File: src/rtl/mvm_pkg.sv
// Shared types and requantisation helpers for the mvm datapath stages.
package mvm_pkg;

   typedef enum logic [1:0] {IDLE, CAPTURE, SKIP} fsm_e;

   localparam int REQ_W = 32;

   function automatic int sat_hi(int out_w);
      return (1 << (out_w - 1)) - 1;
   endfunction

   function automatic int sat_lo(int out_w);
      return -(1 << (out_w - 1));
   endfunction

   // Round half up, arithmetic shift, optional ReLU, then clamp to out_w signed range.
   // REQ_W is wide enough that the rounding add never overflows for IN_W <= 31.
   function automatic logic signed [REQ_W-1:0] requant(logic signed [REQ_W-1:0] x,
                                                       int shift, int out_w, bit relu);
      logic signed [REQ_W-1:0] r, q;
      r = x + ((shift > 0) ? (32'sd1 <<< (shift - 1)) : 32'sd0);
      q = r >>> shift;
      if (relu && q < 0) q = 0;
      if (q > sat_hi(out_w))      q = sat_hi(out_w);
      else if (q < sat_lo(out_w)) q = sat_lo(out_w);
      return q;
   endfunction

endpackage

File: src/rtl/mvm_requant_buffer_if.sv
// Burst-in / stream-out bundle of the requant buffer; slave is the buffer's view.
interface mvm_requant_buffer_if #(
   parameter int IN_W  = 16,
   parameter int OUT_W = 8,
   parameter int LVL_W = 6
);
   logic                    done;
   logic signed [IN_W-1:0]  data_in;
   logic                    clr_ovf;
   logic signed [OUT_W-1:0] out_data;
   logic                    out_valid;
   logic                    out_ready;
   logic [LVL_W-1:0]        level;
   logic                    ovf_sticky;

   modport master (output done, data_in, clr_ovf, out_ready,
                   input  out_data, out_valid, level, ovf_sticky);
   modport slave  (input  done, data_in, clr_ovf, out_ready,
                   output out_data, out_valid, level, ovf_sticky);
endinterface

File: src/rtl/mvm_sync_fifo.sv
// Synchronous first-word fall-through FIFO with occupancy output.
module mvm_sync_fifo #(
   parameter int W     = 8,
   parameter int DEPTH = 32,
   parameter int LW    = $clog2(DEPTH) + 1
) (
   input  logic          clk,
   input  logic          reset,
   input  logic          push,
   input  logic [W-1:0]  wdata,
   input  logic          pop,
   output logic [W-1:0]  rdata,
   output logic          valid,
   output logic [LW-1:0] level
);
   localparam int AW = $clog2(DEPTH);

   logic [DEPTH-1:0][W-1:0] mem;
   logic [AW-1:0]           wp, rp;
   logic [LW-1:0]           cnt;

   always_ff @(posedge clk)
      if (push) mem[wp] <= wdata;

   always_ff @(posedge clk or posedge reset) begin
      if (reset) begin
         wp  <= '0;
         rp  <= '0;
         cnt <= '0;
      end else begin
         if (push) wp <= wp + 1'b1;
         if (pop)  rp <= rp + 1'b1;
         case ({push, pop})
            2'b10:   cnt <= cnt + 1'b1;
            2'b01:   cnt <= cnt - 1'b1;
            default: cnt <= cnt;
         endcase
      end
   end

   assign valid = (cnt != '0);
   assign rdata = valid ? mem[rp] : '0;
   assign level = cnt;

endmodule

File: src/rtl/mvm_requant_buffer.sv
// Captures the mvm result burst after done, requantises it and buffers it in a FWFT FIFO.
// Build option: define MVM_REQUANT_RELU_EN to clamp negative results to zero.
module mvm_requant_buffer
   import mvm_pkg::*;
#(
   parameter int M     = 12,
   parameter int IN_W  = 16,
   parameter int OUT_W = 8,
   parameter int SHIFT = 4,
   parameter int DEPTH = 32
) (
   input logic                clk,
   input logic                reset,
   mvm_requant_buffer_if.slave bus
);
   localparam int LW = $clog2(DEPTH) + 1;
   localparam int CW = $clog2(M + 1);
`ifdef MVM_REQUANT_RELU_EN
   localparam bit RELU = 1'b1;
`else
   localparam bit RELU = 1'b0;
`endif

   fsm_e                    state, nxt;
   logic [CW-1:0]           cnt, cnt_nxt;
   logic                    push, pop, set_ovf, ovf, space_ok;
   logic [LW-1:0]           lvl;
   logic signed [REQ_W-1:0] din_ext;
   logic [OUT_W-1:0]        wr_data, rd_data;

   assign din_ext  = REQ_W'(bus.data_in);
   assign wr_data  = OUT_W'(requant(din_ext, SHIFT, OUT_W, RELU));
   // Room is judged once at the done edge; pops during the burst only add slack.
   assign space_ok = (DEPTH - int'(lvl)) >= M;
   assign pop      = bus.out_valid & bus.out_ready;

   always_ff @(posedge clk or posedge reset) begin
      if (reset) begin
         state <= IDLE;
         cnt   <= '0;
      end else begin
         state <= nxt;
         cnt   <= cnt_nxt;
      end
   end

   always_comb begin
      nxt     = state;
      cnt_nxt = cnt;
      push    = 1'b0;
      set_ovf = 1'b0;
      case (state)
         IDLE: begin
            if (bus.done) begin
               cnt_nxt = '0;
               if (space_ok) nxt = CAPTURE;
               else begin
                  nxt     = SKIP;
                  set_ovf = 1'b1;
               end
            end
         end
         CAPTURE, SKIP: begin
            push = (state == CAPTURE);
            if (cnt == CW'(M - 1)) begin
               nxt     = IDLE;
               cnt_nxt = '0;
            end else begin
               cnt_nxt = cnt + 1'b1;
            end
         end
         default: nxt = IDLE;
      endcase
   end

   always_ff @(posedge clk or posedge reset) begin
      if (reset)        ovf <= 1'b0;
      else if (set_ovf) ovf <= 1'b1;
      else if (bus.clr_ovf) ovf <= 1'b0;
   end

   mvm_sync_fifo #(.W(OUT_W), .DEPTH(DEPTH), .LW(LW)) u_fifo (
      .clk   (clk),
      .reset (reset),
      .push  (push),
      .wdata (wr_data),
      .pop   (pop),
      .rdata (rd_data),
      .valid (bus.out_valid),
      .level (lvl)
   );

   assign bus.out_data   = rd_data;
   assign bus.level      = lvl;
   assign bus.ovf_sticky = ovf;

endmodule

File: src/flat_wrapper.sv
// flat-port wrapper written by rule: the top's interface ports become plain ports
module mvm_requant_buffer_flat import mvm_pkg::*;
#(
   parameter int M     = 12,
   parameter int IN_W  = 16,
   parameter int OUT_W = 8,
   parameter int SHIFT = 4,
   parameter int DEPTH = 32
)
  (clk, reset, bus_done, bus_data_in, bus_clr_ovf, bus_out_ready, bus_out_data, bus_out_valid, bus_level, bus_ovf_sticky);
  mvm_requant_buffer_if #(.IN_W(IN_W), .OUT_W(OUT_W), .LVL_W(($clog2(DEPTH) + 1))) bus_i ();
  input logic clk;
  input logic reset;
  input wire logic [$bits(bus_i.done)-1:0] bus_done;
  input wire logic [$bits(bus_i.data_in)-1:0] bus_data_in;
  input wire logic [$bits(bus_i.clr_ovf)-1:0] bus_clr_ovf;
  input wire logic [$bits(bus_i.out_ready)-1:0] bus_out_ready;
  output wire logic [$bits(bus_i.out_data)-1:0] bus_out_data;
  output wire logic [$bits(bus_i.out_valid)-1:0] bus_out_valid;
  output wire logic [$bits(bus_i.level)-1:0] bus_level;
  output wire logic [$bits(bus_i.ovf_sticky)-1:0] bus_ovf_sticky;
  assign bus_i.done = bus_done;
  assign bus_i.data_in = bus_data_in;
  assign bus_i.clr_ovf = bus_clr_ovf;
  assign bus_i.out_ready = bus_out_ready;
  assign bus_out_data = bus_i.out_data;
  assign bus_out_valid = bus_i.out_valid;
  assign bus_level = bus_i.level;
  assign bus_ovf_sticky = bus_i.ovf_sticky;
  mvm_requant_buffer #(.M(M), .IN_W(IN_W), .OUT_W(OUT_W), .SHIFT(SHIFT), .DEPTH(DEPTH)) u_core (.clk(clk), .reset(reset), .bus(bus_i));
endmodule
File: config.mk
export PLATFORM = sky130hd
export DESIGN_NAME = mvm_requant_buffer_flat
export DESIGN_NICKNAME = d
export VERILOG_FILES = /design/src/rtl/mvm_pkg.sv /design/src/rtl/mvm_requant_buffer_if.sv /design/src/rtl/mvm_sync_fifo.sv /design/src/rtl/mvm_requant_buffer.sv /design/src/flat_wrapper.sv
export SDC_FILE = /design/constraint.sdc
export NUM_CORES = 1
export LEC_CHECK = 0
export CELL_PAD_IN_SITES_DETAIL_PLACEMENT = 1
export CELL_PAD_IN_SITES_GLOBAL_PLACEMENT = 2
export CORE_MARGIN = 1
export CORE_UTILIZATION = 32
export CTS_CLUSTER_SIZE = 8
export DETAILED_ROUTE_END_ITERATION = 10
export PLACE_DENSITY = 0.54
export SLEW_MARGIN = 20
export SYNTH_ARGS = -nofsm -noshare
export SYNTH_HDL_FRONTEND = slang
export SYNTH_HIERARCHICAL = 1
export SYNTH_SLANG_ARGS = --single-unit
File: constraint.sdc
create_clock -name clk -period 3.8 [get_ports clk]
set_input_delay 0.57 -clock clk [delete_from_list [all_inputs] [get_ports clk]]
set_output_delay 0.57 -clock clk [all_outputs]
set_load 0.02 [all_outputs]
==> flow_metrics.env <==
export IMPL_status="finished clean"
export IMPL_yosysSeqAreaShare_pct=70.6
export IMPL_cts_hold_buf=0
export IMPL_worstSetupPathType="flop to output port"
export IMPL_worst_skew_pair_late_latency_ns=0.51
export IMPL_endpoint_kind="output port"
export IMPL_fin_nets=768
export IMPL_dieArea_mm2=0.0373
export IMPL_r2r_cells=10
export IMPL_ys_seq_elements=279
export IMPL_path_max_fanout=6
export IMPL_drtIter0Drc=362
export IMPL_grt_max_degree=41
export IMPL_ys_types=62
export IMPL_max_vdd_ir_drop_v=0.000305
export IMPL_fp_dieW_um=193
export IMPL_rsz0062_at_grt="true"
export IMPL_critical_path_startpoint_type="flop"
export IMPL_avgSynthCellArea_um2=17.7
export IMPL_rows=69
export IMPL_required_ns=3.23
export IMPL_gp_congestion=0.749
export IMPL_cts_sinks=279
export IMPL_clockRootBuffer="clkbuf_16"
export IMPL_seqPwrFrac_pct=37.1
export IMPL_grt_pass1_vias=6776
export IMPL_syn_cell_area_mm2=0.0117
export IMPL_p_sw_mw=3.23
export IMPL_fmax_mhz=271
export IMPL_track_usage_pct=15.8
export IMPL_start_util_pct=32.7
export IMPL_final_cells=1219
export IMPL_cts_tree="built"
export IMPL_maxCapViolCount=0
export IMPL_grt_overflow_total=0
export IMPL_power_leakage_nw=4.58
export IMPL_tightest_slew_ns=0.910
export IMPL_dp_hpwl_mm=17.7
export IMPL_netlist_instances=660
export IMPL_fin_hold_ws_ns=0.341
export IMPL_p_int_mw=7.08
export IMPL_antenna_found_initial=0
export IMPL_synth_edff_count=256
export IMPL_antenna_cells=0
export IMPL_maxSlewViolCount=0
export IMPL_cpPeakStageDelay_ns=0.55
export IMPL_p_per_area_mw_per_mm2=742
export IMPL_relSlewSlack_pct=39.1
export IMPL_num_io_pins=37
export IMPL_synth_ff_type="edfxtp_1"
export IMPL_yosys_top_cells_area="edfxtp_1 (66%), mux4_2 (9.0%), dfrtp_1 (4.9%)"
export IMPL_clockBufferDepth=3
export IMPL_ant_nets=0
export IMPL_hp_class="primary input to async pin"
export IMPL_final_cell_mix="edfxtp_1 (256), mux4_2 (47), nor2_1 (42), clkbuf_16 (41), mux2i_1 (33)"
export IMPL_p_clk_share_pct=30.7
export IMPL_async_reset_ff_share_pct=8.24
export IMPL_crit_arrival_ns=3.12
export IMPL_finalSetupViolCount=0
export IMPL_yosysWarningCount=6
export IMPL_yosysTopAreaCell="edfxtp_1"
export IMPL_die_y_um=193
export IMPL_via_count=6270
export IMPL_synthesis_nets=693
export IMPL_area_delta_synth_final_pct=18.9
export IMPL_layout_min_cycle_time_ns=3.69
export IMPL_drt_first_pass_iters=6
export IMPL_min_period_over_period_pct=97.1
export IMPL_p_comb_share_pct=32.2
export IMPL_clk_pin_slew_worst_paths_ns=0.05
export IMPL_layout_commonest_cell="edfxtp_1"
export IMPL_switching_share_pct=31.3
export IMPL_core_area_mm2=0.0357
export IMPL_grt_pass1_wl_mm=42.9
export IMPL_yosysTopAreaCellShare_pct=65.7
export IMPL_drive_gt1_share_pct=18.7
export IMPL_viasPerCell=5.14
export IMPL_register_area_mm2=0.00827
export IMPL_drc_errors=0
export IMPL_worstPathCellList="buf_12 -> mux4_2 -> a22o_1 -> a2111oi_1 -> buf_4 -> nor3_1 -> clkdlybuf4s50_1"
export IMPL_multi_input_area_mm2=0.00322
export IMPL_finalClockSkew_ns=0.0193
export IMPL_slowest_stage="clkdlybuf4s50_1"
export IMPL_numCtsBuffers=40
export IMPL_io_buffers=33
export IMPL_h_tree_depth=2
export IMPL_hold_viol_final=0
export IMPL_nFillCells=3540
export IMPL_place_inst=1151
export IMPL_wire_per_inst_um=23.4
export IMPL_routed_wl_mm=28.5
## what timing repair did
action / 4_1_cts / 5_1_grt
buffers inserted: 2 / 0
setup endpoints to repair: 8 / 5
resized for setup: 7 / 6
cloned: 1 / 0
pin swaps: 0 / 0
## power by group through the flow
stage          registers, mW  logic [mW]  clock network [mW]
2_1_floorplan           3.76        2.16                   0
4_1_cts                 3.82        3.39                3.26
3_5_place_dp            3.89        3.22                   0
3_3_place_gp            3.87        3.14                   0
5_1_grt                 3.85        3.58                3.37
6_report                3.83        3.33                3.17
## sequential cells by signal, summed over array words and instances (netlist names)
name,cells
u_core/u_fifo/wp,5
u_core/u_fifo/rp,5
u_core/state,2
u_core/cnt,4
u_core/bus.ovf_sticky,1
u_core/u_fifo/level,6
u_core/u_fifo/mem,256
## cell type report
| class | count | area share (%) |
|---|---|---|
| multi-input cells | 336 | 23.2 |
| well taps | 461 | 4.15 |
| flip-flops and latches | 279 | 59.4 |
| inverters | 15 | 0.405 |
| clock buffers | 65 | 8.02 |
| repair buffers | 63 | 4.80 |
## cell usage after synthesis (3+ instances only)
cell / number
edfxtp_1: 256
mux4_2: 47
nor2_1: 42
mux2i_1: 33
nand2_1: 25
dfrtp_1: 23
a22o_1: 16
inv_1: 15
a211oi_1: 13
clkbuf_1: 13
ha_1: 12
xor2_1: 12
nor3_1: 10
o21ai_0: 10
o22ai_1: 10
xnor2_1: 10
nand3_1: 9
buf_2: 8
o221ai_1: 7
nand3b_1: 6
a21oi_1: 5
o211ai_1: 5
a2111oi_1: 4
nand4_1: 4
nor4_1: 4
o21ai_1: 4
a2111oi_2: 3
a31oi_1: 3
buf_12: 3
buf_6: 3
nor2b_1: 3
o21a_1: 3
or3_1: 3
## through the flow
stage / power, mW / worst slack [ns] / utilization [%] / cell area [um2] / TNS [ns]
after floorplan: 5.92 / 0.359 / - / 11700 / 0
after detailed placement: 7.11 / 0.280 / 35.4 / 12700 / 0
final: 10.3 / 0.108 / 38.9 / 13900 / 0
after CTS: 10.5 / 0.0121 / 38.8 / 13900 / 0
after global placement: 7.01 / 0.230 / 35.4 / 12700 / 0
after global routing: 10.8 / -0.0285 / 38.9 / 13900 / -0.0285
## worst max-delay path, delay by kind of cell (launching register included)
family	cells	cell delay (ns)
AO/OA/AOI/OAI	2	0.62
AND/OR/NAND/NOR	1	0.07
multiplexers	1	0.49
buffers and inverters	3	0.90
flip-flops	1	0.53
## routing by layer
| layer | GRT usage, % | vias to the layer above | wire length, um |
|---|---|---|---|
| met3 | 2.48 | 39 | 897 |
| li1 | - | 2826 | - |
| met4 | 4.27 | 0 | 542 |
| met2 | 25.6 | 102 | 13600 |
| met5 | 0 | - | 0 |
| met1 | 22.1 | 3303 | 13500 |
## final timing paths
kind	slack, ns	to	start
min in group clk	0.54	u_core/u_fifo/level[5]	u_core/u_fifo/level[5]
worst max-delay path	0.11	bus_out_data[2]	u_core/u_fifo/rp[0]
worst max register to register	0.44	u_core/u_fifo/level[5]	u_core/u_fifo/level[1]
max in group asynchronous	2.71	u_core/u_fifo/rp[0]	reset
worst min-delay path	0.34	u_core/state[1]	reset
worst min register to register	0.54	u_core/u_fifo/level[5]	u_core/u_fifo/level[5]
## kinds of logic (layout without fill, tap and decap cells)
| logic type | after synthesis | count (layout) | share of synthesized area, % |
|---|---|---|---|
| buf+inv | 45 | 143 | 2.20 |
| mux | 84 | 84 | 12.5 |
| fa+ha+maj | 12 | 12 | 1.28 |
| flops | 279 | 279 | 70.6 |
| compound gates | 91 | 91 | 5.96 |
| simple gates | 127 | 127 | 5.75 |
| xor+xnor | 22 | 22 | 1.65 |
(Power assumes the default switching activity.)
